<file path="config.mk">
export PLATFORM = sky130hd
export DESIGN_NAME = mc_ctrl_fsm_flat
export DESIGN_NICKNAME = d
export VERILOG_FILES = /design/src/rtl/mc_ctrl_fsm_if.sv /design/src/rtl/mc_ctrl_fsm.sv /design/src/flat_wrapper.sv
export SDC_FILE = /design/constraint.sdc
export NUM_CORES = 1
export LEC_CHECK = 0
export ABC_AREA = 1
export CAP_MARGIN = 20
export CELL_PAD_IN_SITES_DETAIL_PLACEMENT = 0
export CELL_PAD_IN_SITES_GLOBAL_PLACEMENT = 1
export CORE_ASPECT_RATIO = 1.75
export CORE_MARGIN = 8
export CORE_UTILIZATION = 24
export CTS_BUF_LIST = sky130_fd_sc_hd__clkbuf_4 sky130_fd_sc_hd__clkbuf_8 sky130_fd_sc_hd__clkbuf_16
export CTS_CLUSTER_SIZE = 40
export DETAILED_ROUTE_END_ITERATION = 16
export MAX_ROUTING_LAYER = met4
export PLACE_DENSITY = 0.75
export RECOVER_POWER = 50
export SLEW_MARGIN = 40
export SYNTH_ARGS = -nofsm -noshare
export SYNTH_HDL_FRONTEND = slang
export SYNTH_SLANG_ARGS = --single-unit
</file>
<file path="constraint.sdc">
create_clock -name clk -period 1.4 [get_ports clk]
set_input_delay 0.14 -clock clk [delete_from_list [all_inputs] [get_ports clk]]
set_output_delay 0.14 -clock clk [all_outputs]
set_load 0.02 [all_outputs]
</file>
<file path="src/rtl/mc_ctrl_fsm_if.sv">
// rtl/mc_ctrl_fsm_if.sv - control FSM to datapath signal bundle
interface mc_ctrl_fsm_if;
  logic [5:0] ir_op;
  logic [5:0] ir_func;
  logic       alu_zero;
  logic       alu_ovf;
  logic       pc_write;
  logic [1:0] pc_src;
  logic       ir_write;
  logic       mem_read;
  logic       mem_write;
  logic       iord;
  logic       reg_write;
  logic       reg_dst;
  logic       mem_to_reg;
  logic       alu_src;
  logic [1:0] alu_op;
  logic       ext_op;
  logic       instr_done;
  logic       ovf_trap;
  logic       illegal;

  modport master (
    input  ir_op, ir_func, alu_zero, alu_ovf,
    output pc_write, pc_src, ir_write, mem_read, mem_write, iord, reg_write,
           reg_dst, mem_to_reg, alu_src, alu_op, ext_op, instr_done, ovf_trap, illegal
  );

  modport slave (
    output ir_op, ir_func, alu_zero, alu_ovf,
    input  pc_write, pc_src, ir_write, mem_read, mem_write, iord, reg_write,
           reg_dst, mem_to_reg, alu_src, alu_op, ext_op, instr_done, ovf_trap, illegal
  );
endinterface

</file>
<file path="src/rtl/mc_ctrl_fsm.sv">
// rtl/mc_ctrl_fsm.sv - multicycle main control FSM (FETCH/DECODE/EXEC/MEM/WB)
module mc_ctrl_fsm #(
  parameter bit TRAP_ON_ILLEGAL = 1'b1
) (
  input  logic          clk,
  input  logic          reset,
  mc_ctrl_fsm_if.master bus
);
  typedef enum logic [3:0] {
    FETCH   = 4'd0,  DECODE = 4'd1,  EXEC_R = 4'd2,  EXEC_I = 4'd3,
    EXEC_M  = 4'd4,  MEM_RD = 4'd5,  MEM_WB = 4'd6,  MEM_WR = 4'd7,
    R_WB    = 4'd8,  I_WB   = 4'd9,  BRANCH = 4'd10, JUMP   = 4'd11,
    ILLEGAL = 4'd12
  } state_t;

  localparam logic [5:0] OP_RTYPE = 6'b000000;
  localparam logic [5:0] OP_ORI   = 6'b001101;
  localparam logic [5:0] OP_ADDI  = 6'b001000;
  localparam logic [5:0] OP_ADDIU = 6'b001001;
  localparam logic [5:0] OP_LUI   = 6'b001111;
  localparam logic [5:0] OP_LW    = 6'b100011;
  localparam logic [5:0] OP_SW    = 6'b101011;
  localparam logic [5:0] OP_BEQ   = 6'b000100;
  localparam logic [5:0] OP_J     = 6'b000010;
  localparam logic [5:0] FN_ADDU  = 6'b100001;
  localparam logic [5:0] FN_SUBU  = 6'b100011;
  localparam logic [5:0] FN_SLT   = 6'b101010;

  state_t     state, next_state;
  logic       ovf_trap_q, set_ovf, unknown;
  logic       pc_write, ir_write, mem_read, mem_write, iord, reg_write;
  logic       reg_dst, mem_to_reg, alu_src, ext_op, instr_done, illegal;
  logic [1:0] pc_src, alu_op;

  always_ff @(posedge clk) begin
    if (reset) begin
      state      <= FETCH;
      ovf_trap_q <= 1'b0;
    end else begin
      state <= next_state;
      if (set_ovf) ovf_trap_q <= 1'b1;
    end
  end

  always_comb begin
    next_state = state;
    set_ovf    = 1'b0;
    unknown    = 1'b0;
    pc_write   = 1'b0;
    pc_src     = 2'b00;
    ir_write   = 1'b0;
    mem_read   = 1'b0;
    mem_write  = 1'b0;
    iord       = 1'b0;
    reg_write  = 1'b0;
    reg_dst    = 1'b0;
    mem_to_reg = 1'b0;
    alu_src    = 1'b0;
    alu_op     = 2'b00;
    ext_op     = 1'b0;
    instr_done = 1'b0;
    illegal    = 1'b0;
    case (state)
      FETCH: begin
        mem_read   = 1'b1;
        ir_write   = 1'b1;
        pc_write   = 1'b1;
        next_state = DECODE;
      end
      DECODE: begin
        case (bus.ir_op)
          OP_RTYPE: begin
            if (bus.ir_func == FN_ADDU || bus.ir_func == FN_SUBU || bus.ir_func == FN_SLT)
              next_state = EXEC_R;
            else
              unknown = 1'b1;
          end
          OP_ORI, OP_ADDI, OP_ADDIU, OP_LUI: next_state = EXEC_I;
          OP_LW, OP_SW:                      next_state = EXEC_M;
          OP_BEQ:                            next_state = BRANCH;
          OP_J:                              next_state = JUMP;
          default:                           unknown = 1'b1;
        endcase
        // Untrapped illegal encodings retire here as a two-cycle NOP.
        if (unknown) begin
          if (TRAP_ON_ILLEGAL) begin
            next_state = ILLEGAL;
          end else begin
            next_state = FETCH;
            instr_done = 1'b1;
          end
        end
      end
      EXEC_R: begin
        alu_op     = 2'b01;
        next_state = R_WB;
      end
      EXEC_I: begin
        alu_src = 1'b1;
        case (bus.ir_op)
          OP_ORI:            alu_op = 2'b10;
          OP_ADDI, OP_ADDIU: ext_op = 1'b1;
          default:           ext_op = 1'b0;
        endcase
        next_state = I_WB;
      end
      EXEC_M: begin
        alu_src    = 1'b1;
        ext_op     = 1'b1;
        next_state = (bus.ir_op == OP_LW) ? MEM_RD : MEM_WR;
      end
      MEM_RD: begin
        mem_read   = 1'b1;
        iord       = 1'b1;
        next_state = MEM_WB;
      end
      MEM_WB: begin
        reg_write  = 1'b1;
        mem_to_reg = 1'b1;
        instr_done = 1'b1;
        next_state = FETCH;
      end
      MEM_WR: begin
        mem_write  = 1'b1;
        iord       = 1'b1;
        instr_done = 1'b1;
        next_state = FETCH;
      end
      R_WB: begin
        reg_write  = 1'b1;
        reg_dst    = 1'b1;
        instr_done = 1'b1;
        next_state = FETCH;
      end
      I_WB: begin
        // A signed-overflowing addi must not commit its result.
        if (bus.ir_op == OP_ADDI && bus.alu_ovf) set_ovf = 1'b1;
        else reg_write = 1'b1;
        instr_done = 1'b1;
        next_state = FETCH;
      end
      BRANCH: begin
        alu_op     = 2'b01;
        pc_src     = 2'b01;
        pc_write   = bus.alu_zero;
        instr_done = 1'b1;
        next_state = FETCH;
      end
      JUMP: begin
        pc_src     = 2'b10;
        pc_write   = 1'b1;
        instr_done = 1'b1;
        next_state = FETCH;
      end
      ILLEGAL: begin
        illegal    = 1'b1;
        next_state = ILLEGAL;
      end
      default: next_state = FETCH;
    endcase
    if (reset) begin
      set_ovf    = 1'b0;
      pc_write   = 1'b0;
      pc_src     = 2'b00;
      ir_write   = 1'b0;
      mem_read   = 1'b0;
      mem_write  = 1'b0;
      iord       = 1'b0;
      reg_write  = 1'b0;
      reg_dst    = 1'b0;
      mem_to_reg = 1'b0;
      alu_src    = 1'b0;
      alu_op     = 2'b00;
      ext_op     = 1'b0;
      instr_done = 1'b0;
      illegal    = 1'b0;
    end
  end

  assign bus.pc_write   = pc_write;
  assign bus.pc_src     = pc_src;
  assign bus.ir_write   = ir_write;
  assign bus.mem_read   = mem_read;
  assign bus.mem_write  = mem_write;
  assign bus.iord       = iord;
  assign bus.reg_write  = reg_write;
  assign bus.reg_dst    = reg_dst;
  assign bus.mem_to_reg = mem_to_reg;
  assign bus.alu_src    = alu_src;
  assign bus.alu_op     = alu_op;
  assign bus.ext_op     = ext_op;
  assign bus.instr_done = instr_done;
  assign bus.ovf_trap   = ovf_trap_q;
  assign bus.illegal    = illegal;
endmodule

</file>
<file path="src/flat_wrapper.sv">
// flat-port wrapper written by rule: the top's interface ports become plain ports
module mc_ctrl_fsm_flat 
#(
  parameter bit TRAP_ON_ILLEGAL = 1'b1
)
  (clk, reset, bus_ir_op, bus_ir_func, bus_alu_zero, bus_alu_ovf, bus_pc_write, bus_pc_src, bus_ir_write, bus_mem_read, bus_mem_write, bus_iord, bus_reg_write, bus_reg_dst, bus_mem_to_reg, bus_alu_src, bus_alu_op, bus_ext_op, bus_instr_done, bus_ovf_trap, bus_illegal);
  mc_ctrl_fsm_if bus_i ();
  input  logic clk;
  input  logic reset;
  input wire logic [$bits(bus_i.ir_op)-1:0] bus_ir_op;
  input wire logic [$bits(bus_i.ir_func)-1:0] bus_ir_func;
  input wire logic [$bits(bus_i.alu_zero)-1:0] bus_alu_zero;
  input wire logic [$bits(bus_i.alu_ovf)-1:0] bus_alu_ovf;
  output wire logic [$bits(bus_i.pc_write)-1:0] bus_pc_write;
  output wire logic [$bits(bus_i.pc_src)-1:0] bus_pc_src;
  output wire logic [$bits(bus_i.ir_write)-1:0] bus_ir_write;
  output wire logic [$bits(bus_i.mem_read)-1:0] bus_mem_read;
  output wire logic [$bits(bus_i.mem_write)-1:0] bus_mem_write;
  output wire logic [$bits(bus_i.iord)-1:0] bus_iord;
  output wire logic [$bits(bus_i.reg_write)-1:0] bus_reg_write;
  output wire logic [$bits(bus_i.reg_dst)-1:0] bus_reg_dst;
  output wire logic [$bits(bus_i.mem_to_reg)-1:0] bus_mem_to_reg;
  output wire logic [$bits(bus_i.alu_src)-1:0] bus_alu_src;
  output wire logic [$bits(bus_i.alu_op)-1:0] bus_alu_op;
  output wire logic [$bits(bus_i.ext_op)-1:0] bus_ext_op;
  output wire logic [$bits(bus_i.instr_done)-1:0] bus_instr_done;
  output wire logic [$bits(bus_i.ovf_trap)-1:0] bus_ovf_trap;
  output wire logic [$bits(bus_i.illegal)-1:0] bus_illegal;
  assign bus_i.ir_op = bus_ir_op;
  assign bus_i.ir_func = bus_ir_func;
  assign bus_i.alu_zero = bus_alu_zero;
  assign bus_i.alu_ovf = bus_alu_ovf;
  assign bus_pc_write = bus_i.pc_write;
  assign bus_pc_src = bus_i.pc_src;
  assign bus_ir_write = bus_i.ir_write;
  assign bus_mem_read = bus_i.mem_read;
  assign bus_mem_write = bus_i.mem_write;
  assign bus_iord = bus_i.iord;
  assign bus_reg_write = bus_i.reg_write;
  assign bus_reg_dst = bus_i.reg_dst;
  assign bus_mem_to_reg = bus_i.mem_to_reg;
  assign bus_alu_src = bus_i.alu_src;
  assign bus_alu_op = bus_i.alu_op;
  assign bus_ext_op = bus_i.ext_op;
  assign bus_instr_done = bus_i.instr_done;
  assign bus_ovf_trap = bus_i.ovf_trap;
  assign bus_illegal = bus_i.illegal;
  mc_ctrl_fsm #(.TRAP_ON_ILLEGAL(TRAP_ON_ILLEGAL)) u_core (.clk(clk), .reset(reset), .bus(bus_i));
endmodule
</file>
* Word-level counts from Yosys, hierarchy flattened
Index checks and enable logic that the tools add are counted.
Widths: inputs -> output; s select.
** Word-level totals
- Register bits after elaboration :: 5
- Bits in latches :: 0
- Bits in writable memories :: 0
- ROM bits :: 0
- Input bits :: 16
- Output and inout port bits :: 17
- Logic and storage cells :: 86
- Memories :: 0
** Cells by class
- $add $sub $neg :: 0
- Multipliers :: 0
- Div/mod/pow operators :: 0
- $lt $le $gt $ge :: 0
- Equality and inequality tests :: 25
- Shift operators :: 0
- Multiplexer cells :: 42
- Bitwise gates (word level) :: 0
- Reduce and logical (&&, ||, !) cells :: 17
** Operator list (count)
- $eq 6x6->1 const B :: 5
- $mux 1 :: 28
- $pmux 4 s7 :: 1
- $eq 6x4->1 const B :: 4
- $eq 4x4->1 const B :: 5
- $pmux 4 s5 :: 1
- $eq 4x3->1 const B :: 4
- $reduce_or 2->1 :: 8
- $eq 4x2->1 const B :: 2
- $mux 2 :: 4
- $mux 4 :: 2
- $pmux 1 s2 :: 4
- $pmux 2 s2 :: 2
- $reduce_or 8->1 :: 1
- $ne 7x6->1 const B :: 1
- $eq 6x2->1 const B :: 1
- $eq 6x3->1 const B :: 1
- $logic_not 6->1 :: 1
- $reduce_or 6->1 :: 1
- $eq 4x1->1 const B :: 1
- $logic_not 4->1 :: 1
- $ne 4x2->1 const B :: 1
- $reduce_or 4->1 :: 1
- $logic_or 1x1->1 :: 2
- 2 further kinds :: 2

* Logic depth before layout (Yosys ltp)
Gate-level depths: netlist of the first run.
- Word-level depth :: 8
- Gate-level depth with buffers :: 9
- Gate-level depth less buffers :: 9

* Worst setup path before layout of the first run
Ideal clock, no wire load.
- Kind :: register -> output
- Start :: reg u_core.state[2]
- End :: out bus_ext_op
- Data arrival time :: 1.272 ns
- Required time :: 1.260 ns
- Setup slack :: -0.012 ns
- Cell stages (with the launch flop) :: 7
- Path buffers :: 0
- Path through :: dfxtp_1 inv_2 nor2_2 inv_1 nor2_2 a31oi_1 a211oi_1
** On the way
- Cells in the longest elaborated chain, start to end :: 3
- Elaborated cells on any way between the ends :: 4
- Classes of those cells :: eq/ne: 2; mux: 2
** Ends and longest elaborated chain
- start: declaration :: line mc_ctrl_fsm.sv:29 : state_t state, next_state;
- start signal: assignment :: line mc_ctrl_fsm.sv:40 : state <= next_state;
- $eq 4x3->1 / $eq 4x2->1 (equally long branches) :: line mc_ctrl_fsm.sv:63 : case (state)
- $pmux 1 s2 (*) :: line mc_ctrl_fsm.sv:63
- $mux 1 (*) :: line mc_ctrl_fsm.sv:161 : if (reset) begin
- end: declaration :: line flat_wrapper.sv:25 : output wire logic [$bits(bus_i.ext_op)-1:0] bus_ext_op;
Mark *: on every way between the ends. The rest lies on a longest branch, timed or not.

* Final worst setup path of the first run
Same ends and word-level chain as after synthesis.

==> results of run 1 <==
==> cell usage after synthesis, types with 2 or more instances <==
master   number  area, sq um
a21oi_2       2         17.5
inv_1        17         63.8
a21oi_1       6         30.0
nand4_1       2         12.5
nor2_1       24         90.1
inv_2         5         18.8
nor2_2        7         43.8
nand3_1       6         30.0
nand2_2       3         18.8
nand2_1      15         56.3
dfxtp_1       5          100
nor4_1        2         12.5
nand3_2       2         20.0
==> critical path, cell delays in order (launching register included) <==
cell and delay [ns]:
dfxtp_4 0.36, inv_2 0.06, nor2_4 0.10, inv_2 0.08, nor2_4 0.12, a31oi_2 0.08
a211oi_2 0.19, buf_4 0.18
==> stage by stage <==
step | TNS [ns] | util, %
2_1_floorplan | 0 | -
3_3_place_gp | -6.31 | 47.1
3_5_place_dp | -6.45 | 47.1
4_1_cts | -0.670 | 52.4
5_1_grt | -1.15 | 57.6
6_report | -0.420 | 57.6
==> per-layer routing <==
metal,vias to the layer above,part of all wire [%]
met5,-,0
met4,0,4.7
met3,9,4.6
met2,38,57
met1,445,33
li1,493,-
==> path summary, 6_finish.rpt <==
check	end	slack, ns	cells after the start
worst min register to register	u_core.bus.ovf_trap$_SDFFE_PP0P_	0.49	2
worst min-delay path	u_core.state[1]$_SDFFE_PP0P_	0.48	6
worst max-delay path	bus_ext_op	-0.13	7
worst max register to register	u_core.bus.ovf_trap$_SDFFE_PP0P_	0.20	8
==> sequential cells by signal (all words and copies together), names as in the netlist <==
name                 flops
u_core.bus.ovf_trap      1
u_core.state             4
==> final cells by class <==
cell class                 count  area, sq um
multi-input combinational     80          552
inverter                      23         86.3
sequential                     5          110
timing repair buffer          71          589
fill                         256         1040
tap                           26         32.5
clock buffer                   4         48.8
==> power by group <==
part / leakage (nW) / internal, mW / switching, mW / total, mW
Combinational: 0.606 / 0.677 / 0.824 / 1.50
Sequential: 0.0431 / 0.212 / 0.0679 / 0.280
Clock: 0.0262 / 0.216 / 0.0846 / 0.301
==> placed cells by master (no fill, tap or decap), types with 2 or more instances in the layout <==
cell type,Yosys,final
dfxtp_2,0,2
a21oi_1,6,6
nor3_2,1,2
nor2_1,24,12
nor2_2,7,10
a21oi_2,2,2
buf_6,0,8
dlygate4sd2_1,0,3
clkdlybuf4s50_1,0,9
dfxtp_4,0,2
buf_2,0,3
clkbuf_8,0,3
nand2_1,15,14
nor2_4,1,10
inv_1,17,13
nand4_1,2,2
nand3_1,6,5
nand2_2,3,3
buf_4,0,44
inv_2,5,9
nand3_2,2,2
clkdlybuf4s15_1,0,2
==> cell families (layout without fill, tap and decap cells) <==
| kind of cell | Yosys count | after routing |
|---|---|---|
| AND/OR/NAND/NOR | 67 | 67 |
| AO/OA/AOI/OAI | 13 | 13 |
| flip-flops | 5 | 5 |
| buffers and inverters | 24 | 98 |
==> repair_timing <==
item | CTS | global route
endpoints found under the hold margin | 0 | 0
buffers inserted | 11 | 3
gates resized for setup | 96 | 43
endpoints found under the setup margin | 16 | 17
pin swaps | 8 | 12
==> run_results.csv, run 1 <==
group,metric,value,unit
global_route,grt_antenna_before_repair,0,
timing,maxSlewHeadroom,79.7,%
place,dp.cells,191,
global_route,met1_usage,11.2,%
outcome,status,"finished with violations",
power,ir_drop,0.724,mV
logic_synthesis,yosys_most_used_dff,"dfxtp_1",
detailed_routing,drt_iter0_markers,19,
timing,worstMarginPinSlew,0.303,ns
logic_synthesis,avgSynthCellArea,5.67,sq um
detailed_routing,num_vias,985,
logic_synthesis,yosys_register_bits,5,
power,p_leak,0.675,nW
global_route,grt_overflow_total,0,
clock_network,clk_pin_slew_worst_paths,0.04,ns
clock_network,clockBufferDepth,2,
timing,hold_slack,0.479,ns
detailed_routing,antenna_left,0,
global_route,grt_max_degree,10,
logic_synthesis,synth_top_family_by_area,"simple AND/OR/NAND/NOR gates",
timing,worst_slack,-0.130,ns
critical_path,worstPathRequired,1.26,ns
clock_network,htreeDepth,1,
logic_synthesis,yosys_warnings,0,
global_route,grt.met2_usage,21.7,%
critical_path,worst_setup_path_start_kind,"flop",
final_layout,syn_to_final_growth,130,%
detailed_routing,route.detailed.drc,0,
logic_synthesis,yosys.area_share.simple,55.9,%
detailed_routing,drtPass1Iterations,4,
critical_path,crit_type,"reg -> out",
die,core_area,2460,sq um
place,place_hpwl,2040,microns
timing,setup_viol,10,
place,place_ws,-0.584,ns
clock_network,hold_buffers,0,
detailed_routing,routedWlPerCell,13.0,microns
power,power,2.08,mW
final_layout,stdcell_area,1420,sq um
die,pin_count,33,
logic_synthesis,synth_xor_area_share,0,%
place,dpl_cell_area,1160,sq um
die,fp.dieW,54.4,microns
global_route,grt_pass1_vias,1067,
outcome,violations,"setup timing",
timing,hold_violations,0,
min_path,hp-start,"bus_ir_op[3]",
logic_synthesis,netlist_area,618,sq um
place,gp_congestion,0.869,
timing,finalCritPeriodShare,109,%
logic_synthesis,synth_mux_area_share,0,%
logic_synthesis,seq_area_frac_synth,16.2,%
logic_synthesis,synth-edff-count,0,
timing,fmax,654,MHz
logic_synthesis,synth_compound_area_share,13.4,%
timing,finClkSkew,0.00361,ns
timing,rsz0062_at_grt,"yes",
min_path,min_path_type,"in -> reg",
global_route,use_met3,1.43,%
critical_path,worst-path-max-fanout,3,
logic_synthesis,syn_nets,125,
timing,maxSlewViolCount,0,
global_route,grtUsageTotal,12.7,%
run,cap_violations,0,
final_layout,final_nets,200,
logic_synthesis,synth_fa_ha_area_share,0,%
critical_path,cp-startpoint,"u_core.state[2]$_SDFFE_PP0P_",
timing,fin_crit,1.53,ns
final_layout,antenna_cells,0,
detailed_routing,wirelength,2720,microns
power,cellPowerDensity,1470,nW/um^2
logic_synthesis,yosysUniqueCellTypes,26,
critical_path,cp-end-kind,"output pin",
logic_synthesis,synthCells,109,
final_layout,drive_gt1_share,59.6,%
clock_network,numCtsBuffers,3,
critical_path,crit_arrival,1.39,ns
die,start_util,25.1,%
global_route,busiest_layer,"met2",
die,dieArea,4520,sq um
global_route,grt_pass1_wl,4300,microns
detailed_routing,vias_per_cell,4.71,
clock_network,cts_root_buf,"clkbuf_8",
clock_network,clk_latency,0.23,ns
clock_network,cts_tree,"done",
logic_synthesis,async_reset_ff_share,0,%
final_layout,fin_cells,209,
die,rows,24,
critical_path,r2r_start,"u_core.state[1]$_SDFFE_PP0P_",
die,die_h,83.1,microns
clock_network,cts_sinks,5,
place,port_buffers,32,
Note: power is estimated with default switching activity, not from simulation.
==> run 2: changes to the inputs <==
Settings changed: CELL_PAD_IN_SITES_DETAIL_PLACEMENT 0 to default, CELL_PAD_IN_SITES_GLOBAL_PLACEMENT 1 to default, CORE_ASPECT_RATIO 1.75 to default, CORE_MARGIN 8 to default, CORE_UTILIZATION 24 to 30, PLACE_DENSITY 0.75 to 0.61.
==> run 2 against run 1 <==
The run still ends with setup timing left. Largest power group unchanged. Critical endpoint is now bus_pc_src[1]. Clock-buffer cell count unchanged. Combinational power rose by 14%. Register-to-register slack worse by 0.02 ns. Utilization up 17 points.
==> run_results.csv, run 2 (same netlist as run 1, synthesis figures left out) <==
group,metric,value,unit
outcome,status,"finished with violations",
outcome,violations,"setup timing",
critical_path,crit_path_max_incr_delay,0.35,ns
timing,worstMarginPinSlew,0.434,ns
clock_network,htreeDepth,1,
min_path,min_path_type,"reg -> reg",
final_layout,mostFrequentLayoutCells,"buf_4, nor2_4, inv_1",
final_layout,regMostFlops,"u_core.state",
critical_path,worst_setup_path_start_kind,"flop",
clock_network,clk_latency,0.24,ns
timing,setup_viol,13,
timing,hold_slack,0.488,ns
global_route,busiest_layer,"met2",
final_layout,syn_to_final_growth,133,%
detailed_routing,route.detailed.drc,0,
detailed_routing,wirelength,2630,microns
detailed_routing,num_vias,978,
clock_network,clockBufferDepth,2,
timing,finClkSkew,0.00206,ns
critical_path,crit_buf_inv,3,
place,dpl_cell_area,1220,sq um
clock_network,cts_root_buf,"clkbuf_4",
power,power,2.22,mW
critical_path,cpMaxStageDelayCell,"dfxtp_4",
die,core_area,1940,sq um
critical_path,path_delay_family,"buffers and inverters",
global_route,grt_overflow_total,0,
critical_path,path_cells,"buf_4 -> nor2_4 -> inv_1 -> nor4_1 -> buf_2",
timing,fin_crit,1.65,ns
final_layout,stdcell_area,1440,sq um
place,gp_congestion,0.847,
timing,maxSlewViolCount,0,
clock_network,cts_sinks,5,
global_route,grt_pass1_vias,861,
place,place_ws,-0.535,ns
critical_path,worstPathRequired,1.26,ns
die,rows,16,
timing,worst_slack,-0.246,ns
critical_path,cp-end-kind,"output pin",
global_route,grt.met2_usage,37.0,%
global_route,met1_usage,27.0,%
critical_path,crit_type,"reg -> out",
detailed_routing,drtPass1Iterations,4,
die,die_h,47.4,microns
clock_network,clk_pin_slew_worst_paths,0.05,ns
final_layout,layout_commonest_cell,"buf_4",
timing,fmax,607,MHz
global_route,grtUsageTotal,22.3,%
global_route,grt_max_degree,14,
detailed_routing,vias_per_cell,4.64,
critical_path,worst-path-max-fanout,3,
final_layout,antenna_cells,0,
global_route,grt_pass1_wl,3440,microns
die,pin_count,33,
place,place_hpwl,1660,microns
power,p_leak,0.659,nW
detailed_routing,antenna_left,0,
timing,maxSlewHeadroom,70.8,%
final_layout,largest_register_ffs,4,
timing,rsz0062_at_grt,"yes",
die,dieArea,2250,sq um
power,cellPowerDensity,1540,nW/um^2
timing,finalCritPeriodShare,118,%
detailed_routing,routedWlPerCell,12.5,microns
die,fp.dieW,47.4,microns
global_route,grt_antenna_before_repair,0,
die,start_util,31.8,%
power,ir_drop,1.37,mV
final_layout,drive_gt1_share,60.3,%
timing,setup-tns-final,-1.02,ns
clock_network,hold_buffers,0,
run,cap_violations,0,
final_layout,final_nets,201,
timing,hold_violations,0,
global_route,use_met3,6.54,%
critical_path,crit_arrival,1.51,ns
clock_network,cts_tree,"done",
place,port_buffers,32,
detailed_routing,drt_iter0_markers,7,
clock_network,numCtsBuffers,3,
-- run 2: cell count changes in the layout (fill, tap and decap cells not counted), moves of 3 or more --
cell,before,now
nor2_4,10,14
buf_6,8,11
clkbuf_4,1,4
clkbuf_8,3,0
dlygate4sd2_1,3,6
nand2_2,3,6
-- run 2: path summary, 6_finish.rpt --
check                                                 startpoint                          endpoint  cells after the start  slack [ns]
worst min register to register  u_core.bus.ovf_trap$_SDFFE_PP0P_  u_core.bus.ovf_trap$_SDFFE_PP0P_                      2        0.49
worst min-delay path            u_core.bus.ovf_trap$_SDFFE_PP0P_  u_core.bus.ovf_trap$_SDFFE_PP0P_                      2        0.49
worst max register to register      u_core.state[1]$_SDFFE_PP0P_      u_core.state[1]$_SDFFE_PP0P_                      7        0.18
worst max-delay path                u_core.state[2]$_SDFFE_PP0P_                     bus_pc_src[1]                      5       -0.25
-- run 2: area by class of cell --
cell class / count / area, sq um
timing repair buffer: 72 / 609
multi-input combinational: 80 / 566
fill: 160 / 499
sequential: 5 / 115
inverter: 23 / 88.8
tap: 27 / 33.8
clock buffer: 4 / 30.0
-- run 2: power by group --
part / internal, mW / switching [mW] / leakage, nW
clock network: 0.127 / 0.0612 / 0.0184
logic: 0.830 / 0.885 / 0.597
registers: 0.220 / 0.0952 / 0.0437
total: 1.18 / 1.04 / 0.659
-- run 2: tightest hold or removal path, cell delays in order (launching register included) --
cell     delay [ns]
dfxtp_1        0.33
a21oi_1        0.05
nor2_1         0.07
-- run 2: per-layer routing --
| metal | share of wire, % | up-vias |
|---|---|---|
| li1 | - | 492 |
| met1 | 41 | 455 |
| met2 | 55 | 27 |
| met3 | 2.9 | 4 |
| met4 | 1.3 | 0 |
| met5 | 0 | - |
-- run 2: per-stage QoR --
step,util [%],cells
6_report,74.3,211
4_1_cts,68.3,208
5_1_grt,74.3,211
2_1_floorplan,-,109
3_5_place_dp,62.9,200
3_3_place_gp,62.9,200
-- run 2: timing repair --
action,in CTS,in global routing
setup buffers,4,3
resized for setup,117,28
pin swaps,11,6
setup endpoints to repair,16,16
